[config.mk]
export PLATFORM = sky130hd
export DESIGN_NAME = ps2_host_tx_queue
export DESIGN_NICKNAME = d
export VERILOG_FILES = /design/src/rtl/ps2_host_tx_queue.sv
export SDC_FILE = /design/constraint.sdc
export NUM_CORES = 1
export LEC_CHECK = 0
export BUFFER_PORTS_ARGS = -buffer_cell sky130_fd_sc_hd__buf_4
export CAP_MARGIN = 20
export CORE_UTILIZATION = 60
export DETAILED_ROUTE_END_ITERATION = 10
export PLACE_DENSITY = 0.78
export RECOVER_POWER = 25
export SLEW_MARGIN = 20
export SYNTH_ARGS = -nofsm -noshare
export SYNTH_HDL_FRONTEND = slang
export SYNTH_SLANG_ARGS = --single-unit
[constraint.sdc]
create_clock -name CLK -period 5.9 [get_ports CLK]
set_input_delay 0.59 -clock CLK [delete_from_list [all_inputs] [get_ports CLK]]
set_output_delay 0.59 -clock CLK [all_outputs]
set_load 0.02 [all_outputs]
[src/rtl/ps2_host_tx_queue.sv]
// ps2_host_tx_queue: PS/2 host-to-device transmitter fronted by a DEPTH-entry byte queue.
// Each queued byte is sent with the full request-to-send sequence (clock inhibit, start
// request, 8 data bits LSB first, odd parity, stop, device ACK), guarded by a per-byte
// timeout. Failures pulse ERROR with a code and drop the head byte.
// Optional macro PS2_TX_RETRY_EN: a failed byte is re-attempted up to MAX_RETRIES times
// before ERROR is raised.
module ps2_host_tx_queue #(
  parameter int unsigned INHIBIT_CYCLES = 10000,
  parameter int unsigned TIMEOUT_CYCLES = 2000000,
  parameter int unsigned DEPTH          = 4,
  parameter int unsigned MAX_RETRIES    = 2
) (
  input  logic       CLK,
  input  logic       RESET,
  input  logic       CLK_MOUSE_IN,
  output logic       CLK_MOUSE_OUT_EN,
  input  logic       DATA_MOUSE_IN,
  output logic       DATA_MOUSE_OUT,
  output logic       DATA_MOUSE_OUT_EN,
  input  logic       SEND_BYTE,
  input  logic [7:0] BYTE_TO_SEND,
  output logic       QUEUE_FULL,
  output logic       QUEUE_EMPTY,
  output logic       BYTE_SENT,
  output logic       OVERFLOW,
  output logic       ERROR,
  output logic [1:0] ERROR_CODE
);

  localparam int unsigned IW = $clog2(INHIBIT_CYCLES) + 1;
  localparam int unsigned TW = $clog2(TIMEOUT_CYCLES) + 1;
  localparam int unsigned RW = $clog2(MAX_RETRIES) + 1;
  localparam int unsigned AW = $clog2(DEPTH);
  localparam int unsigned CW = $clog2(DEPTH) + 1;

  typedef enum logic [3:0] {
    S_IDLE, S_INHIBIT, S_REQ, S_START, S_DATA, S_PARITY, S_STOP, S_ACK, S_REL
  } state_t;

  logic          clk_meta_q, clk_sync_q, clk_prev_q;
  logic          data_meta_q, data_sync_q;
  logic          fe;

  logic [7:0]    mem_q [DEPTH];
  logic [7:0]    mem_d [DEPTH];
  logic [AW-1:0] wr_ptr_q, wr_ptr_d, rd_ptr_q, rd_ptr_d;
  logic [CW-1:0] count_q, count_d;

  state_t        state_q, state_d;
  logic [7:0]    byte_q, byte_d;
  logic [2:0]    idx_q, idx_d;
  logic [IW-1:0] inh_q, inh_d;
  logic [TW-1:0] tmo_q, tmo_d;
  logic [RW-1:0] retry_q, retry_d;
  logic          clk_oe_q, clk_oe_d, data_oe_q, data_oe_d, data_out_q, data_out_d;
  logic          byte_sent_q, byte_sent_d, overflow_q, overflow_d, error_q, error_d;
  logic [1:0]    err_code_q, err_code_d;

  logic          full, push, pop, fail, retry_ok, in_xfer, tmo_hit;
  logic [1:0]    fail_code;

  assign fe                = clk_prev_q & ~clk_sync_q;
  assign full              = (count_q == CW'(DEPTH));
  assign QUEUE_FULL        = full;
  assign QUEUE_EMPTY       = (count_q == '0) && (state_q == S_IDLE);
  assign CLK_MOUSE_OUT_EN  = clk_oe_q;
  assign DATA_MOUSE_OUT    = data_out_q;
  assign DATA_MOUSE_OUT_EN = data_oe_q;
  assign BYTE_SENT         = byte_sent_q;
  assign OVERFLOW          = overflow_q;
  assign ERROR             = error_q;
  assign ERROR_CODE        = err_code_q;

  // Next-state for the transfer FSM and the byte queue; failures are resolved after the
  // per-state logic so no-ACK takes priority over a coincident timeout and overrides a
  // same-cycle release.
  always_comb begin
    state_d     = state_q;
    byte_d      = byte_q;
    idx_d       = idx_q;
    inh_d       = inh_q;
    tmo_d       = tmo_q;
    retry_d     = retry_q;
    clk_oe_d    = clk_oe_q;
    data_oe_d   = data_oe_q;
    data_out_d  = data_out_q;
    byte_sent_d = 1'b0;
    error_d     = 1'b0;
    err_code_d  = '0;
    overflow_d  = SEND_BYTE & full;
    push        = SEND_BYTE & ~full;
    pop         = 1'b0;
    fail        = 1'b0;
    fail_code   = '0;
    mem_d       = mem_q;
    wr_ptr_d    = wr_ptr_q;
    rd_ptr_d    = rd_ptr_q;
    count_d     = count_q;
`ifdef PS2_TX_RETRY_EN
    retry_ok    = (retry_q < RW'(MAX_RETRIES));
`else
    retry_ok    = 1'b0;
`endif
    in_xfer     = (state_q != S_IDLE) && (state_q != S_INHIBIT);
    tmo_hit     = (tmo_q == TW'(TIMEOUT_CYCLES - 1));
    if (in_xfer) tmo_d = tmo_q + TW'(1);

    case (state_q)
      S_IDLE: begin
        clk_oe_d   = 1'b0;
        data_oe_d  = 1'b0;
        data_out_d = 1'b0;
        if (count_q != '0) begin
          byte_d   = mem_q[rd_ptr_q];
          inh_d    = '0;
          tmo_d    = '0;
          retry_d  = '0;
          clk_oe_d = 1'b1;
          state_d  = S_INHIBIT;
        end
      end
      S_INHIBIT: begin
        if (inh_q == IW'(INHIBIT_CYCLES - 1)) begin
          clk_oe_d   = 1'b0;
          data_oe_d  = 1'b1;
          data_out_d = 1'b0;
          tmo_d      = '0;
          state_d    = S_REQ;
        end else begin
          inh_d = inh_q + IW'(1);
        end
      end
      S_REQ: state_d = S_START;
      S_START: begin
        if (fe) begin
          idx_d      = '0;
          data_out_d = byte_q[0];
          state_d    = S_DATA;
        end
      end
      S_DATA: begin
        if (fe) begin
          if (idx_q == 3'd7) begin
            data_out_d = ~^byte_q;
            state_d    = S_PARITY;
          end else begin
            idx_d      = idx_q + 3'd1;
            data_out_d = byte_q[idx_d];
          end
        end
      end
      S_PARITY: begin
        if (fe) begin
          data_oe_d  = 1'b0;
          data_out_d = 1'b0;
          state_d    = S_STOP;
        end
      end
      S_STOP: if (fe) state_d = S_ACK;
      S_ACK: begin
        if (fe) begin
          if (data_sync_q) begin
            fail      = 1'b1;
            fail_code = 2'b10;
          end else begin
            state_d = S_REL;
          end
        end
      end
      S_REL: begin
        if (clk_sync_q && data_sync_q) begin
          byte_sent_d = 1'b1;
          pop         = 1'b1;
          state_d     = S_IDLE;
        end
      end
      default: state_d = S_IDLE;
    endcase

    if (in_xfer && tmo_hit && !fail) begin
      fail      = 1'b1;
      fail_code = 2'b01;
    end

    if (fail) begin
      byte_sent_d = 1'b0;
      data_oe_d   = 1'b0;
      data_out_d  = 1'b0;
      if (retry_ok) begin
        retry_d  = retry_q + RW'(1);
        inh_d    = '0;
        clk_oe_d = 1'b1;
        pop      = 1'b0;
        state_d  = S_INHIBIT;
      end else begin
        error_d    = 1'b1;
        err_code_d = fail_code;
        clk_oe_d   = 1'b0;
        pop        = 1'b1;
        state_d    = S_IDLE;
      end
    end

    if (push) begin
      mem_d[wr_ptr_q] = BYTE_TO_SEND;
      wr_ptr_d        = wr_ptr_q + AW'(1);
    end
    if (pop) rd_ptr_d = rd_ptr_q + AW'(1);
    case ({push, pop})
      2'b10:   count_d = count_q + CW'(1);
      2'b01:   count_d = count_q - CW'(1);
      default: count_d = count_q;
    endcase
  end

  // All state: pad synchronisers, queue storage and FSM with registered outputs.
  always_ff @(posedge CLK) begin
    if (!RESET) begin
      clk_meta_q  <= 1'b1;
      clk_sync_q  <= 1'b1;
      clk_prev_q  <= 1'b1;
      data_meta_q <= 1'b1;
      data_sync_q <= 1'b1;
      for (int unsigned i = 0; i < DEPTH; i++) mem_q[i] <= '0;
      wr_ptr_q    <= '0;
      rd_ptr_q    <= '0;
      count_q     <= '0;
      state_q     <= S_IDLE;
      byte_q      <= '0;
      idx_q       <= '0;
      inh_q       <= '0;
      tmo_q       <= '0;
      retry_q     <= '0;
      clk_oe_q    <= 1'b0;
      data_oe_q   <= 1'b0;
      data_out_q  <= 1'b0;
      byte_sent_q <= 1'b0;
      overflow_q  <= 1'b0;
      error_q     <= 1'b0;
      err_code_q  <= '0;
    end else begin
      clk_meta_q  <= CLK_MOUSE_IN;
      clk_sync_q  <= clk_meta_q;
      clk_prev_q  <= clk_sync_q;
      data_meta_q <= DATA_MOUSE_IN;
      data_sync_q <= data_meta_q;
      mem_q       <= mem_d;
      wr_ptr_q    <= wr_ptr_d;
      rd_ptr_q    <= rd_ptr_d;
      count_q     <= count_d;
      state_q     <= state_d;
      byte_q      <= byte_d;
      idx_q       <= idx_d;
      inh_q       <= inh_d;
      tmo_q       <= tmo_d;
      retry_q     <= retry_d;
      clk_oe_q    <= clk_oe_d;
      data_oe_q   <= data_oe_d;
      data_out_q  <= data_out_d;
      byte_sent_q <= byte_sent_d;
      overflow_q  <= overflow_d;
      error_q     <= error_d;
      err_code_q  <= err_code_d;
    end
  end

endmodule

## Yosys cells after proc, flatten, opt, wreduce, memory -nomap -nowiden

Cells that the tools add are included.

- Register bits: 104
- Latch bits: 0
- RAM bits: 0
- ROM bits: 0
- Output and inout bits: 10
- Word-level logic and storage cells: 154
- Memories kept: 0

- Add/subtract/negate cells: 7
- Multipliers: 0
- Div/mod/pow operators: 0
- Order comparisons: 4
- Equality and inequality tests: 27
- Shift operators: 0
- Muxes and demuxes: 53
- Bitwise operators: 11
- Reduce and logical (&&, ||, !) cells: 27

Operators with widths:

| kind | count |
|---|---|
| $mux W22 | 3 |
| $pmux W22 S2 | 1 |
| $mux W4 | 10 |
| $pmux W4 S9 | 1 |
| $bwmux W32 | 1 |
| $mux W15 | 2 |
| $pmux W15 S2 | 1 |
| $mux W8 | 3 |
| $add A22 B1 Y22 const B | 1 |
| $eq A22 B21 Y1 const B | 1 |
| $ne A2 B2 Y1 const B | 11 |
| $mux W1 | 19 |
| $bmux W8 S2 | 1 |
| $demux W8 S2 | 1 |
| $eq A4 B3 Y1 const B | 4 |
| $add A15 B1 Y15 const B | 1 |
| $eq A15 B14 Y1 const B | 1 |
| $pmux W3 S2 | 2 |
| $reduce_and A10 Y1 | 1 |
| $mux W3 | 3 |
| $eq A4 B2 Y1 const B | 2 |
| $reduce_xnor A8 Y1 | 1 |
| $add A3 B1 Y3 const B | 2 |
| $eq A3 B3 Y1 const B | 2 |
| 33 further kinds | 54 |

## Depth between registers and ports, before layout

Gate-level depths: netlist of run 1.

- Word-level depth: 10
- Depth in mapped cells: 10
- Gate-level depth less buffers: 10

## Least setup slack after synthesis of run 1

OpenSTA, ideal clock, no wires.

- Kind: register to register
- From: register tmo_q[7]
- To: register count_q[2]
- Data arrival time: 2.791 ns
- Required time: 5.830 ns
- Path slack: 3.039 ns
- Stages on the path, launching flop included: 10
- Buffers on the path: 0
- Cell sequence: dfxtp_1 -> or4b_2 -> nor4_1 -> a21o_1 -> ha_1 -> inv_1 -> fa_1 -> xor2_1 -> or3_1 -> a21oi_1

- Longest elaborated chain between the ends: 7
- Elaborated cells on any way between the ends: 9
- Classes of those cells: 3 x eq/ne; 3 x mux; 3 x reduce/logical

RTL lines:

| what | line | source |
|---|---|---|
| from (decl) | 53 | `logic [TW-1:0] tmo_q, tmo_d;` |
| from (signal assigned) | 255 | `tmo_q <= tmo_d;` |
| $eq A22 B21 Y1 (*) | 105 | `tmo_hit = (tmo_q == TW'(TIMEOUT_CYCLES - 1));` |
| $logic_and A1 B1 Y1 (*) (2 in a row) | 180 | `if (in_xfer && tmo_hit && !fail) begin` |
| $mux W1 (*) | 180 |  |
| $mux W1 (*) | 185 | `if (fail) begin` |
| $eq A2 B1 Y1 or $eq A2 B2 Y1 (tied branches) | 209 | `case ({push, pop})` |
| $pmux W3 S2 or $reduce_bool A2 Y1 (tied branches) | -- |  |
| to (signal assigned) | 250 | `count_q <= count_d;` |
| to (decl) | 47 | `logic [CW-1:0] count_q, count_d;` |

Mark *: on every way between the ends. The rest lies on a longest branch, timed or not.
A chain may end at the register's enable or synchronous reset.

## Worst setup path after layout of run 1

- From: input port RESET
- To: register byte_sent_q, in the netlist BYTE_SENT

- Longest elaborated chain between the ends: 2

RTL lines:

| what | line | source |
|---|---|---|
| from (decl) | 14 | `input logic RESET,` |
| $not A1 Y1 (no source line) | -- |  |
| $reduce_or A2 Y1 (no source line) | -- |  |
| to (signal assigned) | 260 | `byte_sent_q <= byte_sent_d;` |
| to (decl) | 56 | `logic byte_sent_q, byte_sent_d, overflow_q, overflow_d, error_q, error_d;` |

No other way between the ends.

==> flow_summary.yaml, run 1 <==
floorplanning:
  die_area_um2: 8410
  top_level_ports: 23
  die_h_um: 91.7
  core_um2: 7770
  num_rows: 32
  start_util_pct: 62.2
  die_x_um: 91.7
timing:
  max_slew.worst_pin.slew_ns: 1.78
  fin_crit_ns: 3.33
  finalSetupViolations: 0
  rsz0062_at_grt: "no"
  hold_viol: 0
  fmax_mhz: 301
  maxSlewHeadroom_pct: -18.6
  fin_setup_tns_ns: 0
  period_share_pct: 56.4
  drv_slew: 82
  fin_hold_ws_ns: 0.393
  clock_skew_ns: 0.0101
global_routing:
  grt_pass1_wl_um: 17100
  grt_pass1_vias: 3706
  antenna_found_initial: 0
  overflow: 0
  track_usage_pct: 25.3
  grt_max_degree: 65
placed_design:
  place_hpwl_um: 6740
  placed_area_um2: 5020
  dp.cells: 655
  port_buffers: 22
  place_congestion: 0.844
clock_network:
  clk-insertion-delay-late_ns: 0.39
  root_buffer: "clkbuf_8"
  cts_tree: "yes"
  cts_hold_buf: 0
  cts_resized: 0
  cts_sinks: 104
  cts.htree.levels: 3
  post_cts_buffers: 0
  ctsLongestPathBuffers: 2
  cts.reportedPaths.clkPinSlew_ns: 0.10
  numCtsBuffers: 9
power:
  ir_drop_mv: 0.280
  leakage_nw: 1.77
  power.density_nw_per_um2: 291
yosys:
  async_flop_share_pct: 0
  synth_top_area_share_pct: 43.1
  yosys-top-cells-area: "dfxtp_1 (43%), a21oi_1 (6.8%), nand2_1 (6.2%)"
  synth_area_leader_cell: "dfxtp_1"
  ys_seq_elements: 104
  synth_common_cells: "dfxtp_1 (104), nand2_1 (80), a21oi_1 (66)"
  synth_most_common_cell: "dfxtp_1"
  synth_cell_types: 54
  synth_area_um2: 4830
  syn_avg_cell_area_um2: 8.64
  synth_seq_area_share_pct: 43.1
  ys_warn_count: 0
  synth_nets: 582
  synth_edf_count: 0
  ys.flop_type: "dfxtp_1"
  syn_inst: 559
routing:
  drc: 0
  wirelength_um: 9970
  drtIter0Drc: 166
  firstDrtPassIters: 5
  wire_per_inst_um: 14.8
  postRouteAntennaNets: 0
  num_vias: 4026
  vias_per_cell: 5.99
final_layout:
  drive_above_1_share_pct: 9.47
  syn2layout_area_growth_pct: 8.34
  fin_nets: 588
  n_antenna_cell: 0
  finish.instance_area_um2: 5230
  fin_util_pct: 67.3
  layout.cells.non_filler: 672
worst_setup_path:
  crit_path_end_kind: "flop"
  required_ns: 6.18
  criticalPathCategory: "input port to flop"
  cp-start-kind: "input port"
  arrival_ns: 3.60
  crit_fanout: 41
outcome:
  status: "finished with violations"
  violations: "max-capacitance violations, max-slew violations"
flow_run:
  cap_violations: 2
worst_hold_path:
  hp-class: "input port to flop"
## where the power goes
part | switching, mW | internal, mW
Clock | 0.266 | 0.249
Sequential | 0.0370 | 0.732
Combinational | 0.155 | 0.0812
Total | 0.459 | 1.06
## registers in the layout (all words and copies together) (netlist names), 2 cells and up
name        count
mem_q          32
tmo_q          22
idx_q           3
rd_ptr_q        2
byte_q          8
state_q         4
inh_q          15
wr_ptr_q        2
count_q         3
ERROR_CODE      2
## layout make-up
| cell class | instances | area (um^2) |
|---|---|---|
| Multi-Input combinational cell | 418 | 2620 |
| Fill cell | 668 | 2540 |
| Sequential cell | 104 | 2080 |
| Timing Repair Buffer | 24 | 139 |
| Tap cell | 102 | 128 |
| Clock buffer | 9 | 124 |
| Clock inverter | 7 | 111 |
| Inverter | 8 | 30.0 |
## cells in the final DEF, fill, tap and decap left out, drive strengths merged, types with 5 or more instances in the layout
cell and n:
a211oi 7, a21oi 66, and3 12, and4 5, buf 13, clkbuf 20
dfxtp 104, ha 9, inv 11, mux4 10, nand2 80, nand2b 9
nand3 46, nand3b 7, nand4 15, nor2 43, nor2b 5, nor3 6
nor4 6, o21ai 6, or3 8, xnor2 15, xor2 16
## cell families (layout without fill, tap and decap cells)
kind of cell,after synthesis,in the layout,share of synthesized area (%)
adders and majority gates,10,10,2.75
DFF,104,104,43.1
AOI/OAI and AO/OA,103,103,12.9
buffers and inverters,37,48,2.95
xor gates and xnor gates,31,31,5.62
and+or+nand+nor,261,261,27.4
muxes,13,13,5.29
## final timing paths
path                startpoint         end  slack [ns]  depth (start not counted)
setup reg to reg     tmo_q[10]  count_q[2]        2.71                          9
setup / recovery         RESET   BYTE_SENT        2.57                          5
hold reg to reg     clk_meta_q  clk_sync_q        0.43                          1
hold / removal    CLK_MOUSE_IN  clk_meta_q        0.39                          2
## through the flow
stage          total power [mW]  worst slack [ns]
2_1_floorplan             0.956              3.04
3_3_place_gp               1.02              2.86
3_5_place_dp               1.02              2.80
4_1_cts                    1.53              2.77
5_1_grt                    1.59              2.39
6_report                   1.52              2.57
## per-layer routing
| metal | vias up | wire, um | global-route usage, % |
|---|---|---|---|
| met1 | 1898 | 4640 | 32.8 |
| li1 | 2005 | - | - |
| met5 | - | 0 | 0 |
| met4 | 0 | 146 | 8.33 |
| met2 | 110 | 4690 | 41.6 |
| met3 | 13 | 494 | 6.14 |
## critical path, cell delays in order
cell and delay (ns):
clkbuf_1 0.33, inv_1 0.70, clkbuf_1 1.34, a211oi_1 0.29
and3_1 0.32
No activity file was read; power rests on OpenSTA's default activity.
==> run 2, diff against run 1 <==
Settings changed: CORE_UTILIZATION 60 to 55, PLACE_DENSITY 0.78 to 0.75.
Clock period 5.9 ns to 3 ns, I/O delays scaled along.
==> flow_summary.yaml, run 2 (synthesis gave the netlist of run 1 again) <==
outcome:
  status: "finished clean"
timing:
  clock_skew_ns: 0.0130
  drv_slew: 0
  hold_viol: 0
  max_slew.worst_pin.slew_ns: 1.32
  rsz0062_at_grt: "no"
  fin_crit_ns: 2.81
  period_share_pct: 93.7
  maxSlewHeadroom_pct: 12.1
  fmax_mhz: 356
  finalSetupViolations: 0
  fin_setup_tns_ns: 0
floorplanning:
  num_rows: 33
  top_level_ports: 23
  start_util_pct: 57.9
  die_h_um: 95.7
  core_um2: 8340
  die_area_um2: 9160
  die_x_um: 95.7
clock_network:
  cts_tree: "yes"
  root_buffer: "clkbuf_8"
  ctsLongestPathBuffers: 2
  cts.htree.levels: 3
  numCtsBuffers: 9
  clk-insertion-delay-late_ns: 0.37
  cts.reportedPaths.clkPinSlew_ns: 0.10
  cts_sinks: 104
worst_hold_path:
  hold_depth: 2
  hp-class: "input port to flop"
  hold_path.startpoint: "DATA_MOUSE_IN"
  holdPathEnd: "data_meta_q"
power:
  ir_drop_mv: 0.316
  leakage_nw: 1.83
  power.density_nw_per_um2: 547
routing:
  vias_per_cell: 5.88
  drtIter0Drc: 192
  firstDrtPassIters: 5
  wirelength_um: 10000
  num_vias: 4039
  wire_per_inst_um: 14.6
  drc: 0
  postRouteAntennaNets: 0
global_routing:
  antenna_found_initial: 0
  overflow: 0
  grt_pass1_vias: 3840
  grt_max_degree: 64
  track_usage_pct: 24.5
  grt_pass1_wl_um: 17400
final_layout:
  fin_nets: 600
  reg_top3: "mem_q (32), tmo_q (22), inh_q (15)"
  layout.cells.non_filler: 687
  n_antenna_cell: 0
  largest_register_ffs: 32
  layout_common_cells: "dfxtp_1 (104), nand2_1 (80), a21oi_1 (66)"
  num-fill-cells: 754
  syn2layout_area_growth_pct: 9.72
  final_common_cell: "dfxtp_1"
  regMostFlops: "mem_q"
  drive_above_1_share_pct: 11.3
worst_setup_path:
  required_ns: 3.29
  r2r-start: "tmo_q[7]"
  cp-start-kind: "flop"
  r2r_end: "count_q[2]"
  crit_fanout: 3
  ff2ff_setup_slack_ns: 0.19
  crit_path_end_kind: "flop"
  arrival_ns: 3.10
  reg2reg_depth: 9
  criticalPathCategory: "flop to flop"
flow_run:
  cap_violations: 0
placed_design:
  place_hpwl_um: 6970
  place_congestion: 0.844
  dp.cells: 669
  port_buffers: 22
==> run 2: final cells by class <==
cell class / instances / area [um^2] / area share, %
well taps: 105 / 131 / 2.48
multi-input cells: 418 / 2610 / 49.3
repair buffers: 36 / 230 / 4.35
inverters: 8 / 30.0 / 0.567
flip-flops and latches: 104 / 2080 / 39.3
clock inverters: 7 / 87.6 / 1.65
clock buffers: 9 / 124 / 2.34
==> run 2: power by group <==
| part | switching, mW | internal [mW] |
|---|---|---|
| combinational | 0.311 | 0.170 |
| clock | 0.513 | 0.405 |
| sequential | 0.0619 | 1.44 |
| total | 0.886 | 2.01 |
==> run 2: how the worst max path moves through the flow <==
stage / start / endpoint / slack (ns) / cells past startpoint
2_1_floorplan: tmo_q[7] / count_q[2] / 0.14 / 9
3_3_place_gp: tmo_q[7] / count_q[2] / 0.15 / 9
3_5_place_dp: tmo_q[7] / count_q[2] / 0.07 / 9
4_1_cts: tmo_q[7] / count_q[2] / 0.04 / 9
5_1_grt: tmo_q[14] / count_q[2] / 0.03 / 9
6_report: tmo_q[7] / count_q[2] / 0.19 / 9
==> run 2: routing by layer <==
layer | track usage (%) | up-vias | wire length, um
met5 | 0 | - | 0
met4 | 6.47 | 0 | 125
met3 | 6.08 | 14 | 451
met2 | 40.8 | 103 | 4710
met1 | 31.7 | 1898 | 4750
li1 | - | 2024 | -
==> run 2: timing repair <==
item,CTS,global route
resized for setup,0,1
buffers inserted,0,2
hold buffers,0,0
setup endpoints to repair,0,1
==> run 2: worst max-delay path, cell delays in order, from the launching register on <==
cell     delay, ns
dfxtp_1       0.32
or4b_2        0.68
nor4_2        0.30
a21o_1        0.21
ha_1          0.20
inv_1         0.06
fa_1          0.37
xor2_1        0.16
or3_1         0.30
a21oi_1       0.13
==> run 2: per-stage QoR <==
step	hold slack [ns]	instance area [um^2]	setup slack (ns)	power, mW	utilization, %
after floorplan	0.373	4830	0.139	1.88	-
after global placement	0.397	5100	0.151	2.01	61.2
after detailed placement	0.396	5100	0.0662	2.02	61.2
after CTS	0.0962	5320	0.0449	2.93	63.7
after global routing	0.0806	5300	0.0344	3.06	63.5
final	0.108	5300	0.190	2.90	63.5
==> run 3, diff against run 2 <==
Settings changed: CORE_ASPECT_RATIO from default to 1.1.
==> flow_summary.yaml, run 3 (synthesis gave the netlist of run 1 again) <==
final_layout:
  regMostFlops: "mem_q"
  num-fill-cells: 742
  final_common_cell: "dfxtp_1"
  largest_register_ffs: 32
  drive_above_1_share_pct: 11.2
  syn2layout_area_growth_pct: 9.59
  layout_common_cells: "dfxtp_1 (104), nand2_1 (80), a21oi_1 (66)"
  reg_top3: "mem_q (32), tmo_q (22), inh_q (15)"
  n_antenna_cell: 0
  register_area_um2: 2080
  fin_nets: 598
  multiInputGateArea_um2: 2620
  finish.instance_area_um2: 5290
clock_network:
  post_cts_buffers: 0
  ctsLongestPathBuffers: 2
  cts.htree.levels: 3
  clk-insertion-delay-late_ns: 0.37
  cts_sinks: 104
  cts_tree: "yes"
  root_buffer: "clkbuf_8"
  numCtsBuffers: 9
  cts.reportedPaths.clkPinSlew_ns: 0.11
worst_setup_path:
  critPathSlowestCell: "or4b_2"
  crit_path_end_kind: "flop"
  criticalPathCategory: "flop to flop"
  ff2ff_setup_slack_ns: 0.16
  arrival_ns: 3.14
  reg2reg_depth: 10
  r2r_end: "count_q[2]"
  slowest_delay_ns: 0.70
  cp-start-kind: "flop"
  crit_fanout: 4
  r2r-start: "tmo_q[7]"
  critPathTopFamily: "simple AND/OR/NAND/NOR gates"
  required_ns: 3.30
  path_buf_inv: 2
  worstPathCellList: "or4b_2 > nor4_4 > buf_4 > a21o_1 > ha_1 > inv_1 > fa_1 > xor2_1 > or3_1 > a21oi_1"
floorplanning:
  die_h_um: 100
  die_area_um2: 9160
  top_level_ports: 23
  core_um2: 8450
  start_util_pct: 57.1
  num_rows: 35
  die_x_um: 91.3
worst_hold_path:
  holdPathEnd: "clk_meta_q"
  hold_depth: 2
  hold_path.startpoint: "CLK_MOUSE_IN"
  hp-class: "input port to flop"
routing:
  wire_per_inst_um: 14.6
  num_vias: 4022
  vias_per_cell: 5.82
  firstDrtPassIters: 4
  drc: 0
  drtIter0Drc: 212
  wirelength_um: 10100
  postRouteAntennaNets: 0
timing:
  finalSetupViolations: 0
  fin_setup_tns_ns: 0
  fin_crit_ns: 2.84
  max_slew.worst_pin.slew_ns: 0.868
  rsz0062_at_grt: "no"
  hold_viol: 0
  drv_slew: 0
  fmax_mhz: 352
  period_share_pct: 94.6
  maxSlewHeadroom_pct: 42.1
  clock_skew_ns: 0.0131
global_routing:
  grt_pass1_vias: 3857
  gr-usage-met1_pct: 30.0
  overflow: 0
  track_usage_pct: 23.8
  grt_pass1_wl_um: 17500
  antenna_found_initial: 0
  grt_max_degree: 49
  use_met3_pct: 4.55
  use_met2_pct: 40.0
  busiest_layer: "met2"
placed_design:
  port_buffers: 22
  place_congestion: 0.844
  placed_area_um2: 5110
  place_hpwl_um: 6960
power:
  pwr-share-comb_pct: 16.7
  switching_power_mw: 0.889
  internal_power_mw: 1.96
  p_seq_share_pct: 53.0
  power_switching_share_pct: 31.2
  power.density_nw_per_um2: 538
  leakage_nw: 1.81
  ir_drop_mv: 0.223
  pwr-share-clk_pct: 30.2
flow_run:
  cap_violations: 0
outcome:
  status: "finished clean"
## run 3: metal layers
metal | share of wire (%) | wire length (um)
met1 | 46 | 4620
met2 | 49 | 4910
met3 | 3.9 | 392
met4 | 1.3 | 131
met5 | 0 | 0
## run 3: stage by stage
step	hold WS [ns]	std cells	setup slack [ns]	power [mW]	utilization [%]
after global placement	0.393	675	0.232	2.01	60.5
after global routing	0.0997	691	0.00901	2.99	62.6
after floorplan	0.373	559	0.139	1.88	-
final	0.0997	691	0.161	2.85	62.6
after CTS	0.0854	691	0.0938	2.87	62.9
after detailed placement	0.392	675	0.129	2.02	60.5
## run 3: final cells by class
type / count / area share, %
tap: 111 / 2.62
sequential: 104 / 39.3
clock buffer: 10 / 2.60
clock inverter: 6 / 1.21
inverter: 8 / 0.568
timing repair buffer: 34 / 4.11
multi-input combinational: 418 / 49.5
## run 3: what timing repair did
action | 4_1_cts | 5_1_grt
setup endpoints to repair | 0 | 1
hold buffers | 0 | 0
resized for setup | 0 | 2
## run 3: power by group through the flow
| stage | logic (mW) | clock network (mW) | registers, mW |
|---|---|---|---|
| 4_1_cts | 0.484 | 0.880 | 1.51 |
| 3_5_place_dp | 0.482 | 0 | 1.54 |
| 6_report | 0.476 | 0.861 | 1.51 |
| 5_1_grt | 0.533 | 0.937 | 1.52 |
| 3_3_place_gp | 0.473 | 0 | 1.54 |
| 2_1_floorplan | 0.360 | 0 | 1.52 |
## run 3: worst max path at each step
stage	from	end	slack [ns]	cells past startpoint
CTS	tmo_q[7]	count_q[2]	0.09	10
global placement	tmo_q[7]	count_q[2]	0.23	10
floorplan	tmo_q[7]	count_q[2]	0.14	9
detailed placement	tmo_q[7]	count_q[2]	0.13	10
finish	tmo_q[7]	count_q[2]	0.16	10
global route	tmo_q[7]	count_q[2]	0.009	10
## run 3: worst register-to-register path, cell delays in order, from the launching register on
cell and delay, ns:
dfxtp_1 0.33, or4b_2 0.70, nor4_4 0.23, buf_4 0.16
a21o_1 0.13, ha_1 0.18, inv_1 0.06, fa_1 0.37
xor2_1 0.16, or3_1 0.31, a21oi_1 0.14
